### src/rtl/game_pkg.sv
// Shared definitions for the Game of Codes exchange: FSM state encoding and the
// code-to-key mapping table used by both the issuing side and key evaluation.
package game_pkg;

  typedef enum logic [2:0] {
    IDLE     = 3'd0,
    ISSUE    = 3'd1,
    WAIT_KEY = 3'd2,
    JUDGE    = 3'd3,
    DONE     = 3'd4
  } state_e;

  localparam logic [3:0] KEY_MAP [16] = '{
    4'd14, 4'd1,  4'd4,  4'd9,  4'd8,  4'd10, 4'd2,  4'd6,
    4'd15, 4'd0,  4'd7,  4'd3,  4'd5,  4'd13, 4'd11, 4'd12
  };

  function automatic logic [3:0] key_for_code(input logic [3:0] code);
    return KEY_MAP[code];
  endfunction

endpackage

### src/rtl/round_timer.sv
// Loadable down-counter that times one round; zero_o flags an expired round.
module round_timer #(
  parameter int unsigned TIMEOUT_CYCLES = 100_000_000,
  localparam int unsigned W = $clog2(TIMEOUT_CYCLES)
) (
  input  logic         clk,
  input  logic         reset_n,
  input  logic         load_i,
  input  logic         dec_i,
  output logic         zero_o
);

  logic [W-1:0] count_q;
  logic [W-1:0] count_d;

  // next count: load wins over decrement
  always_comb begin
    count_d = count_q;
    if (load_i) begin
      count_d = W'(TIMEOUT_CYCLES - 1);
    end else if (dec_i) begin
      count_d = count_q - {{(W-1){1'b0}}, 1'b1};
    end else begin
      count_d = count_q;
    end
  end

  // counter register
  always_ff @(posedge clk or negedge reset_n) begin
    if (!reset_n) begin
      count_q <= '0;
    end else begin
      count_q <= count_d;
    end
  end

  assign zero_o = (count_q == '0);

endmodule

### src/rtl/challenge_issuer.sv
// Issues timed code/key challenges, judges keypad presses and keeps score.
// Define CHALLENGE_NO_REPEAT_EN to bump a code that repeats the previous round's.
module challenge_issuer
  import game_pkg::*;
#(
  parameter int unsigned TIMEOUT_CYCLES = 100_000_000,
  parameter int unsigned ROUNDS         = 8,
  parameter int unsigned SCORE_W        = 4
) (
  input  logic               clk,
  input  logic               reset_n,
  input  logic               start,
  input  logic [7:0]         random,
  input  logic               key_valid,
  input  logic [3:0]         key_value,
  output logic [3:0]         code_out,
  output logic               code_valid,
  output logic [3:0]         expected_key,
  output logic               result_valid,
  output logic               result_correct,
  output logic               result_timeout,
  output logic [SCORE_W-1:0] score,
  output logic               busy,
  output logic               game_over
);

  state_e               state_q, state_d;
  logic [3:0]           code_q, code_d;
  logic [3:0]           exp_q, exp_d;
  logic                 correct_q, correct_d;
  logic                 timeout_q, timeout_d;
  logic [SCORE_W-1:0]   score_q, score_d;
  logic [3:0]           rounds_q, rounds_d;
  logic [3:0]           issue_code_s;
  logic                 timer_zero_s;
  logic                 timer_load_s;
  logic                 timer_dec_s;
  logic                 unused_s;

  assign unused_s = ^random[7:4];

  round_timer #(.TIMEOUT_CYCLES(TIMEOUT_CYCLES)) u_timer (
    .clk     (clk),
    .reset_n (reset_n),
    .load_i  (timer_load_s),
    .dec_i   (timer_dec_s),
    .zero_o  (timer_zero_s)
  );

  assign timer_load_s = (state_q == ISSUE);
  assign timer_dec_s  = (state_q == WAIT_KEY) && !key_valid && !timer_zero_s;

  // code selection; first round of a game is recognised by rounds_left==ROUNDS
  always_comb begin
    issue_code_s = random[3:0];
`ifdef CHALLENGE_NO_REPEAT_EN
    if ((rounds_q != 4'(ROUNDS)) && (random[3:0] == code_q)) begin
      issue_code_s = random[3:0] + 4'd1;
    end else begin
      issue_code_s = random[3:0];
    end
`endif
  end

  // round sequencing and judging
  always_comb begin
    state_d   = state_q;
    code_d    = code_q;
    exp_d     = exp_q;
    correct_d = correct_q;
    timeout_d = timeout_q;
    score_d   = score_q;
    rounds_d  = rounds_q;
    case (state_q)
      IDLE, DONE: begin
        if (start) begin
          state_d  = ISSUE;
          score_d  = '0;
          rounds_d = 4'(ROUNDS);
        end else begin
          state_d  = state_q;
        end
      end
      ISSUE: begin
        code_d  = issue_code_s;
        exp_d   = key_for_code(issue_code_s);
        state_d = WAIT_KEY;
      end
      WAIT_KEY: begin
        if (key_valid) begin
          correct_d = (key_value == exp_q);
          timeout_d = 1'b0;
          state_d   = JUDGE;
        end else if (timer_zero_s) begin
          correct_d = 1'b0;
          timeout_d = 1'b1;
          state_d   = JUDGE;
        end else begin
          state_d   = WAIT_KEY;
        end
      end
      JUDGE: begin
        if (correct_q && (score_q != {SCORE_W{1'b1}})) begin
          score_d = score_q + {{(SCORE_W-1){1'b0}}, 1'b1};
        end else begin
          score_d = score_q;
        end
        rounds_d = rounds_q - 4'd1;
        if (rounds_q == 4'd1) begin
          state_d = DONE;
        end else begin
          state_d = ISSUE;
        end
      end
      default: state_d = IDLE;
    endcase
  end

  // state and datapath registers
  always_ff @(posedge clk or negedge reset_n) begin
    if (!reset_n) begin
      state_q   <= IDLE;
      code_q    <= 4'd0;
      exp_q     <= 4'd0;
      correct_q <= 1'b0;
      timeout_q <= 1'b0;
      score_q   <= '0;
      rounds_q  <= 4'd0;
    end else begin
      state_q   <= state_d;
      code_q    <= code_d;
      exp_q     <= exp_d;
      correct_q <= correct_d;
      timeout_q <= timeout_d;
      score_q   <= score_d;
      rounds_q  <= rounds_d;
    end
  end

  assign code_out       = code_q;
  assign expected_key   = exp_q;
  assign code_valid     = (state_q == WAIT_KEY);
  assign result_valid   = (state_q == JUDGE);
  assign result_correct = result_valid & correct_q;
  assign result_timeout = result_valid & timeout_q;
  assign score          = score_q;
  assign busy           = (state_q == ISSUE) || (state_q == WAIT_KEY) || (state_q == JUDGE);
  assign game_over      = (state_q == DONE);

endmodule

### config.mk
export PLATFORM = sky130hd
export DESIGN_NAME = challenge_issuer
export DESIGN_NICKNAME = d
export VERILOG_FILES = /design/src/rtl/game_pkg.sv /design/src/rtl/round_timer.sv /design/src/rtl/challenge_issuer.sv
export SDC_FILE = /design/constraint.sdc
export NUM_CORES = 1
export LEC_CHECK = 0
export ABC_CLOCK_PERIOD_IN_PS = 6200
export CORE_MARGIN = 2
export CORE_UTILIZATION = 50
export DETAILED_ROUTE_END_ITERATION = 8
export PLACE_DENSITY = 0.76
export SLEW_MARGIN = 5
export SYNTH_ARGS = -nofsm -noshare
export SYNTH_HDL_FRONTEND = slang
export SYNTH_SLANG_ARGS = --single-unit
### constraint.sdc
create_clock -name clk -period 6.2 [get_ports clk]
set_clock_uncertainty 0.15 [all_clocks]
set_input_delay 0.93 -clock clk [delete_from_list [all_inputs] [get_ports clk]]
set_output_delay 0.93 -clock clk [all_outputs]
set_load 0.005 [all_outputs]
# Yosys cells after proc, flatten, opt, wreduce, memory -nomap -nowiden
# Memory sizes are Yosys's and may differ from the RTL's. A register that Yosys moved wholly into a read port is not among the register bits.
# Cells that the tools add are included.
word_totals:
  reg_bits: 44
  rom_bits: 64
  elab_cells: 56
  n_memories: 1
memory_table:
  columns: ["memory", "depth", "word_bits", "rd", "rd_clocked_by_memory_dff", "wr", "line_no", "rtl"]
  rows:
  - ["(no name shown)", 16, 4, 1, 1, 0, "game_pkg.sv:19", "return KEY_MAP[code];"]
classes:
  addsub: 3
  eq_ne: 9
  muxes: 16
  n_bitwise: 3
  reduce_logical: 17
ops:
  columns: ["op", "count"]
  rows:
  - ["$mux 27", 2]
  - ["$logic_not 27->1", 1]
  - ["$sub 27x1->27 const B", 1]
  - ["$pmux 4 s2", 2]
  - ["$mux 4", 3]
  - ["$pmux 3 s4", 1]
  - ["$eq 3x2->1 const B", 2]
  - ["$mux 1", 6]
  - ["$mux 3", 2]
  - ["$reduce_bool 2->1", 3]
  - ["$not 4->5", 1]
  - ["$add 4x1->4 const B", 1]
  - ["$eq 4x1->1 const B", 1]
  - ["$eq 4x4->1", 1]
  - ["$ne 4x4->1 const B", 1]
  - ["$reduce_and 2->1", 2]
  - ["$sub 4x1->4 const B", 1]
  - ["$eq 3x1->1 const B", 1]
  - ["$eq 3x3->1 const B", 1]
  - ["$logic_and 1x1->1", 3]
  - ["$logic_not 1->1", 3]
  - ["$logic_not 3->1", 1]
  - ["$reduce_and 3->1", 1]
  - ["$and 1x1->1", 2]
  - ["4 further kinds", 5]

# Depth between registers and ports, before layout
# Gate-level depths: netlist of run 1.
logic_depth:
  word_depth: 5
  ltp_mapped: 7
  mapped_depth_nobuf: 7

# Cells and area by module
# A second synthesis of run 1 with hierarchy kept.
hier_totals:
  hier_cells: 276
  area_unflattened_um2: 2648.8
by_module_without_submodules:
  columns: ["mod", "instances", "cells_each", "area_per_inst_um2", "seq_area_each_um2"]
  rows:
  - ["round_timer", 1, 149, 1422.6, 675.6]
  - ["challenge_issuer", 1, 127, 1226.2, 525.5]

# Worst setup path after synthesis of run 1
# No wires, ideal clock.
synth_path:
  path_type: "input to register"
  from: "input key_valid"
  to: "register u_timer.count_q[11]"
  setup_ps: 123
  t_arrival_ps: 2268
  required_ps: 5927
  setup_slack_ps: 3658
  stages: 5
  cell_sequence: "nor4b_2 nand3_1 a31o_2 or4_1 mux2i_1"
synth_via:
  elab_chain_len: 4
synth_rtl:
  columns: ["item", "line_no", "rtl"]
  rows:
  - ["start: declaration", "challenge_issuer.sv:14", "input logic key_valid,"]
  - ["$logic_not 1->1", "challenge_issuer.sv:51", "assign timer_dec_s = (state_q == WAIT_KEY) && !key_valid && !timer_zero_s;"]
  - ["$logic_and 1x1->1 (2 in a row)", "challenge_issuer.sv:51", null]
  - ["$reduce_bool 2->1 (no source line)", null, null]
  - ["end signal: assignment", "round_timer.sv:33", "count_q <= count_d;"]
  - ["end: declaration", "round_timer.sv:13", "logic [W-1:0] count_q;"]
# No other way between the ends.
# A chain may end at the register's enable or synchronous reset.

# Final worst setup path of run 1
layout_path:
  from: "register state_q[2]"
  to: "output code_valid"
layout_via:
  elab_chain_len: 1
layout_rtl:
  columns: ["item", "line_no", "rtl"]
  rows:
  - ["start: declaration", "challenge_issuer.sv:27", "state_e state_q, state_d;"]
  - ["start signal: assignment", "challenge_issuer.sv:130", "state_q <= state_d;"]
  - ["$eq 3x2->1", "challenge_issuer.sv:142", "assign code_valid = (state_q == WAIT_KEY);"]
  - ["end: declaration", "challenge_issuer.sv:17", "output logic code_valid,"]
# No other way between the ends.

==> flow_metrics.env, run 1 <==
export IMPL_core_mm2=0.00514
export IMPL_synthCells=279
export IMPL_place_congestion=0.864
export IMPL_path_delay_family="simple AND/OR/NAND/NOR gates"
export IMPL_synthDistinctLibCells=55
export IMPL_yosysMostFrequentCell="dfrtp_1"
export IMPL_crit_fanout=7
export IMPL_grt_pass1_vias=2045
export IMPL_synth_seq_cells=48
export IMPL_gr_total_overflow=0
export IMPL_syn_num_nets=306
export IMPL_seq_power_share_pct=44.0
export IMPL_start_util_pct=52.0
export IMPL_wl_per_cell_um=14.5
export IMPL_swShare_pct=34.4
export IMPL_tns_ps=0
export IMPL_syn_area_per_cell_um2=9.58
export IMPL_port_buffers=29
export IMPL_nFillCells=473
export IMPL_ys_top_cells_by_count="dfrtp_1 (48), nand2_1 (43), o21ai_0 (19)"
export IMPL_power_frac_clock_pct=23.0
export IMPL_grt_antenna_before_repair=0
export IMPL_p_total_mw=0.976
export IMPL_clk_latency_ps=300
export IMPL_finalNetCount=333
export IMPL_clkSlewWorstSetupHoldPaths_ps=90
export IMPL_die_y_um=77.1
export IMPL_drc=0
export IMPL_yosysSeqAreaShare_pct=44.9
export IMPL_finalMaxSlewViolations=0
export IMPL_setup_violations=0
export IMPL_drt_iter0_drc=170
export IMPL_synth_largest_area_cell="dfrtp_1"
export IMPL_maxSlewHeadroom_pct=24.5
export IMPL_cts_setup_buffers=0
export IMPL_cts_sinks=48
export IMPL_placed_cells=369
export IMPL_area_delta_synth_final_pct=16.7
export IMPL_fin_crit_sh_pct=51.4
export IMPL_diodes=0
export IMPL_synth_ff_type="dfrtp_1"
export IMPL_grt_util_all_layers_pct=19.4
export IMPL_tightest_slew_ps=1130
export IMPL_status="finished clean"
export IMPL_final_util_pct=60.7
export IMPL_drv_cap=0
export IMPL_ys_warn_count=0
export IMPL_path_cells="nor2b_1 -> nor2b_1 -> clkdlybuf4s50_1"
export IMPL_cp_data_required_time_ps=5120
export IMPL_leakagePower_nw=1.24
export IMPL_cts_max_path_buffers=2
export IMPL_dr_pass1_iters=4
export IMPL_ios=34
export IMPL_grt_max_degree=49
export IMPL_cp_num_buf_inv=1
export IMPL_cts_tree="built"
export IMPL_htree_levels=2
export IMPL_fin_crit_ps=3180
export IMPL_synth_edf_count=0
export IMPL_slowest_delay_ps=570
export IMPL_arrival_ps=2100
export IMPL_crit_type="reg -> out"
export IMPL_pre_cts_ws_ps=2860
export IMPL_slowest_stage="clkdlybuf4s50_1"
export IMPL_post_cts_resized=0
export IMPL_crit_path_end_kind="primary output"
export IMPL_synthTopCellsByArea="dfrtp_1 (45%), nand2_1 (6.0%), ha_1 (5.1%)"
export IMPL_place_hpwl_um=3780
export IMPL_final_antenna_net_count=0
export IMPL_fp_dieW_um=77.1
export IMPL_root_buffer="clkbuf_8"
export IMPL_drive_gt1_share_pct=6.51
export IMPL_min_path_type="reg -> reg"
export IMPL_setup_slack_ps=3020
export IMPL_p_int_mw=0.640
export IMPL_start_kind="register"
export IMPL_die_area_mm2=0.00595
export IMPL_rows=26
export IMPL_vdd_ir_drop_max_mv=0.197
export IMPL_synth_top_cell_area_share_pct=44.9
export IMPL_wl_um=5480
export IMPL_p_comb_share_pct=33.0
export IMPL_path_common_cell="nor2b_1"
export IMPL_viasPerCell=5.79
export IMPL_hold_buffers=0
export IMPL_fin_cells=377
export IMPL_hold_viol_final=0
export IMPL_numCtsBuffers=5
export IMPL_num_vias=2182
export IMPL_grt_pass1_wl_um=9450
export IMPL_rsz0062_at_grt="no"
export IMPL_p_sw_mw=0.336
export IMPL_async_flop_share_pct=100
export IMPL_fmax_mhz=314
export IMPL_power_per_cell_area_mw_per_mm2=313
export IMPL_netlist_area_mm2=0.00267
[worst min-delay path: stages, from the launching register on]
cell     delay (ps)
dfrtp_1         360
nand2_1          50
nand2_1          60
[cells by family after synthesis]
group                      after synthesis  synth area share (%)
AOI/OAI and AO/OA                       62                  15.9
xor gates and xnor gates                13                  4.26
adders and majority gates               11                  5.15
buffers and inverters                   19                  2.71
DFF                                     48                  44.9
muxes                                    5                  2.34
and+or+nand+nor                        121                  24.8
[metrics by stage]
stage	hold slack [ps]	instance area [um2]
floorplan	300	2670
global placement	314	3010
detailed placement	313	3010
CTS	344	3120
global route	364	3120
finish	342	3120
[area by class of cell]
| type | count | area (um2) | share of cell area, % |
|---|---|---|---|
| Clock buffer | 6 | 72.6 | 2.33 |
| Clock inverter | 2 | 35.0 | 1.12 |
| Inverter | 10 | 37.5 | 1.20 |
| Multi-Input combinational cell | 212 | 1400 | 44.9 |
| Sequential cell | 48 | 1200 | 38.5 |
| Tap cell | 70 | 87.6 | 2.81 |
| Timing Repair Buffer | 29 | 285 | 9.15 |
[worst paths after layout]
| check | from | to | slack [ps] | cells past startpoint |
|---|---|---|---|---|
| worst max-delay path | state_q[2]$_DFFE_PN0P_ | code_valid | 3020 | 3 |
| worst min-delay path | code_out[3]$_DFFE_PN0P_ | code_out[3]$_DFFE_PN0P_ | 340 | 2 |
| worst max register to register | u_timer.count_q[0]$_DFFE_PN0P_ | u_timer.count_q[18]$_DFFE_PN0P_ | 3250 | 7 |
| worst min register to register | code_out[3]$_DFFE_PN0P_ | code_out[3]$_DFFE_PN0P_ | 340 | 2 |
| max in group asynchronous | reset_n | u_timer.count_q[19]$_DFFE_PN0P_ | 4580 | 1 |
| min in group asynchronous | reset_n | expected_key[2]$_DFFE_PN0P_ | 670 | 1 |
[cell usage in the layout, fill, tap and decap left out, drive strengths merged, types with 4 or more instances in the layout]
| master | Yosys | routed |
|---|---|---|
| or3 | 7 | 7 |
| dfrtp | 48 | 48 |
| nor2 | 14 | 14 |
| and3 | 4 | 4 |
| nand2 | 43 | 43 |
| a21oi | 10 | 10 |
| nand3 | 10 | 10 |
| a31oi | 5 | 5 |
| o31ai | 7 | 7 |
| inv | 10 | 10 |
| o21ai | 22 | 22 |
| ha | 11 | 11 |
| o311ai | 4 | 4 |
| or4 | 9 | 9 |
| xor2 | 6 | 6 |
| clkbuf | 8 | 6 |
| clkdlybuf4s50 | 0 | 28 |
| nor4 | 8 | 8 |
| xnor2 | 7 | 7 |
| or2 | 4 | 4 |
| mux2i | 4 | 4 |
| nand4 | 5 | 5 |
[routing by layer]
| layer | GRT usage [%] | routed length (um) |
|---|---|---|
| met5 | 0 | 0 |
| met4 | 6.61 | 68 |
| met3 | 3.88 | 171 |
| met2 | 30.9 | 2520 |
| met1 | 26.7 | 2720 |
[state kept, by name, indices dropped and copies added, names as in the netlist]
| name | cells |
|---|---|
| u_timer.count_q | 27 |
| code_out | 4 |
| expected_key | 4 |
| rounds_q | 4 |
| score | 4 |
| state_q | 3 |
| correct_q | 1 |
| timeout_q | 1 |
[power by group through the flow]
stage,clock (mW),sequential (mW),combinational (mW)
global placement,0,0.433,0.318
floorplan,0,0.419,0.192
detailed placement,0,0.433,0.323
finish,0.225,0.429,0.322
global route,0.241,0.441,0.363
CTS,0.229,0.430,0.326
Note: power is estimated with default switching activity, not from simulation.
==> run 2: changes to the inputs <==
--- a/config.mk
+++ b/config.mk
@@ -5,11 +5,11 @@
 export SDC_FILE = /design/constraint.sdc
 export NUM_CORES = 1
 export LEC_CHECK = 0
-export ABC_CLOCK_PERIOD_IN_PS = 6200
+export ABC_CLOCK_PERIOD_IN_PS = 2730
 export CORE_MARGIN = 2
 export CORE_UTILIZATION = 50
 export DETAILED_ROUTE_END_ITERATION = 8
-export PLACE_DENSITY = 0.76
+export PLACE_DENSITY = 0.79
 export SLEW_MARGIN = 5
 export SYNTH_ARGS = -nofsm -noshare
 export SYNTH_HDL_FRONTEND = slang
==> constraint.sdc (replaced) <==
create_clock -name clk -period 2.73 [get_ports clk]
set_clock_uncertainty 0.15 [all_clocks]
set_input_delay 0.4095 -clock clk [delete_from_list [all_inputs] [get_ports clk]]
set_output_delay 0.4095 -clock clk [all_outputs]
set_load 0.005 [all_outputs]
==> run 2 against run 1 <==
Against the previous run:
- global-route usage up 1.0 points
- first-iteration DRC count down 25%
- combinational power up 140%
- clock power up 94%
- non-clock buffer count up 8
- register-to-register slack worse by 3000 ps
- final cell count up 2.1%
- final area up 1.5%
- sequential share of layout area down 0.56 points
- highest routed layer unchanged
- core utilization up 0.90 points
- count of clock-buffer cells in the layout up 1
- largest cell class unchanged
==> flow_metrics.env, run 2 (synthesized netlist as in run 1, its figures left out) <==
export IMPL_place_congestion=0.771
export IMPL_hold_viol_final=0
export IMPL_place_hpwl_um=4210
export IMPL_final_common_cell="dfrtp_1"
export IMPL_cts_max_path_buffers=2
export IMPL_power_per_cell_area_mw_per_mm2=696
export IMPL_status="finished clean"
export IMPL_drc=0
export IMPL_drv_cap=0
export IMPL_setup_worst_path_start="state_q[2]$_DFFE_PN0P_"
export IMPL_min_path_type="in -> async"
export IMPL_grt_pass1_wl_um=9880
export IMPL_path_cells="nor2b_1 -> nand2_1 -> inv_1 -> clkdlybuf4s50_1"
export IMPL_power_frac_clock_pct=19.8
export IMPL_ios=34
export IMPL_fmax_mhz=386
export IMPL_cts_setup_buffers=0
export IMPL_regMostFlops="u_timer.count_q"
export IMPL_clkSlewWorstSetupHoldPaths_ps=80
export IMPL_final_cell_mix="dfrtp_1 (48), nand2_1 (43), clkdlybuf4s50_1 (28)"
export IMPL_wl_per_cell_um=15.0
export IMPL_p_sw_mw=0.783
export IMPL_final_antenna_net_count=0
export IMPL_tightest_slew_ps=590
export IMPL_grt_pass1_vias=2119
export IMPL_crit_path_end_kind="primary output"
export IMPL_gr_total_overflow=0
export IMPL_num_vias=2247
export IMPL_rsz0062_at_grt="yes"
export IMPL_numCtsBuffers=5
export IMPL_tns_ps=0
export IMPL_seq_power_share_pct=44.4
export IMPL_r2r_start="u_timer.count_q[0]$_DFFE_PN0P_"
export IMPL_htree_levels=2
export IMPL_diodes=0
export IMPL_placed_cells=377
export IMPL_root_buffer="clkbuf_8"
export IMPL_rr_worst_depth=8
export IMPL_die_area_mm2=0.00595
export IMPL_swShare_pct=35.6
export IMPL_clk_latency_ps=300
export IMPL_setup_violations=0
export IMPL_crit_type="reg -> out"
export IMPL_cp_data_required_time_ps=2170
export IMPL_grt_util_all_layers_pct=20.4
export IMPL_start_kind="register"
export IMPL_fp_dieW_um=77.1
export IMPL_r2r_end="u_timer.count_q[2]$_DFFE_PN0P_"
export IMPL_p_comb_share_pct=35.8
export IMPL_cts_sinks=48
export IMPL_nFillCells=460
export IMPL_wl_um=5760
export IMPL_fin_crit_sh_pct=94.9
export IMPL_finalMaxSlewViolations=0
export IMPL_cts_tree="built"
export IMPL_regToRegSetupSlack_ps=210
export IMPL_fin_cells=385
export IMPL_vdd_ir_drop_max_mv=0.403
export IMPL_hold_buffers=0
export IMPL_leakagePower_nw=1.27
export IMPL_finalNetCount=341
export IMPL_drt_iter0_drc=127
export IMPL_rows=26
export IMPL_largest_reg_flops=27
export IMPL_start_util_pct=52.0
export IMPL_grt_max_degree=49
export IMPL_p_int_mw=1.42
export IMPL_die_y_um=77.1
export IMPL_slowest_stage="clkdlybuf4s50_1"
export IMPL_maxSlewHeadroom_pct=60.6
export IMPL_arrival_ps=2030
export IMPL_slowest_delay_ps=510
export IMPL_fin_crit_ps=2590
export IMPL_viasPerCell=5.84
export IMPL_crit_fanout=7
export IMPL_grt_antenna_before_repair=0
export IMPL_core_mm2=0.00514
export IMPL_area_delta_synth_final_pct=18.4
export IMPL_dr_pass1_iters=6
export IMPL_post_cts_resized=0
export IMPL_port_buffers=29
export IMPL_drive_gt1_share_pct=8.89
[run 2: routing by layer]
layer  wire length, um  track usage (%)
met1              2630             26.8
met2              2890             35.2
met3               182             3.29
met4                61             5.36
met5                 0                0
[run 2: final cells by class]
type | count | area (um2) | area share [%]
well taps | 70 | 87.6 | 2.77
inverters | 10 | 37.5 | 1.19
flip-flops and latches | 48 | 1200 | 37.9
multi-input cells | 212 | 1400 | 44.2
clock inverters | 1 | 7.51 | 0.237
clock buffers | 7 | 86.3 | 2.73
repair buffers | 37 | 345 | 10.9
[run 2: power by group through the flow]
stage,clock network (mW),registers (mW),logic [mW]
2_1_floorplan,0,0.952,0.437
3_3_place_gp,0,0.982,0.764
3_5_place_dp,0,0.987,0.795
4_1_cts,0.446,0.976,0.795
5_1_grt,0.478,1.00,0.875
6_report,0.436,0.978,0.788
[run 2: per-stage QoR]
stage	utilization, %	instance area (um2)	hold WS, ps	setup WS [ps]	power (mW)
global route	61.6	3170	91.8	-20.5	2.35
finish	61.6	3170	34.7	139	2.20
CTS	61.6	3170	67.4	191	2.22
floorplan	-	2670	-36.1	419	1.39
global placement	59.8	3070	319	224	1.75
detailed placement	59.8	3070	321	179	1.78
[run 2: worst max path at each step]
stage / endpoint / cells past startpoint
after global placement: u_timer.count_q[23]$_DFFE_PN0P_ / 6
after global routing: u_timer.count_q[21]$_DFFE_PN0P_ / 8
after CTS: result_valid / 4
after detailed placement: u_timer.count_q[23]$_DFFE_PN0P_ / 6
final: result_valid / 4
after floorplan: u_timer.count_q[22]$_DFFE_PN0P_ / 5
[run 2: worst max-delay path, delay by kind of cell, from the launching register on]
family	cells	cell delay, ps
buffers and inverters	2	660
and+or+nand+nor	2	630
DFF	1	460
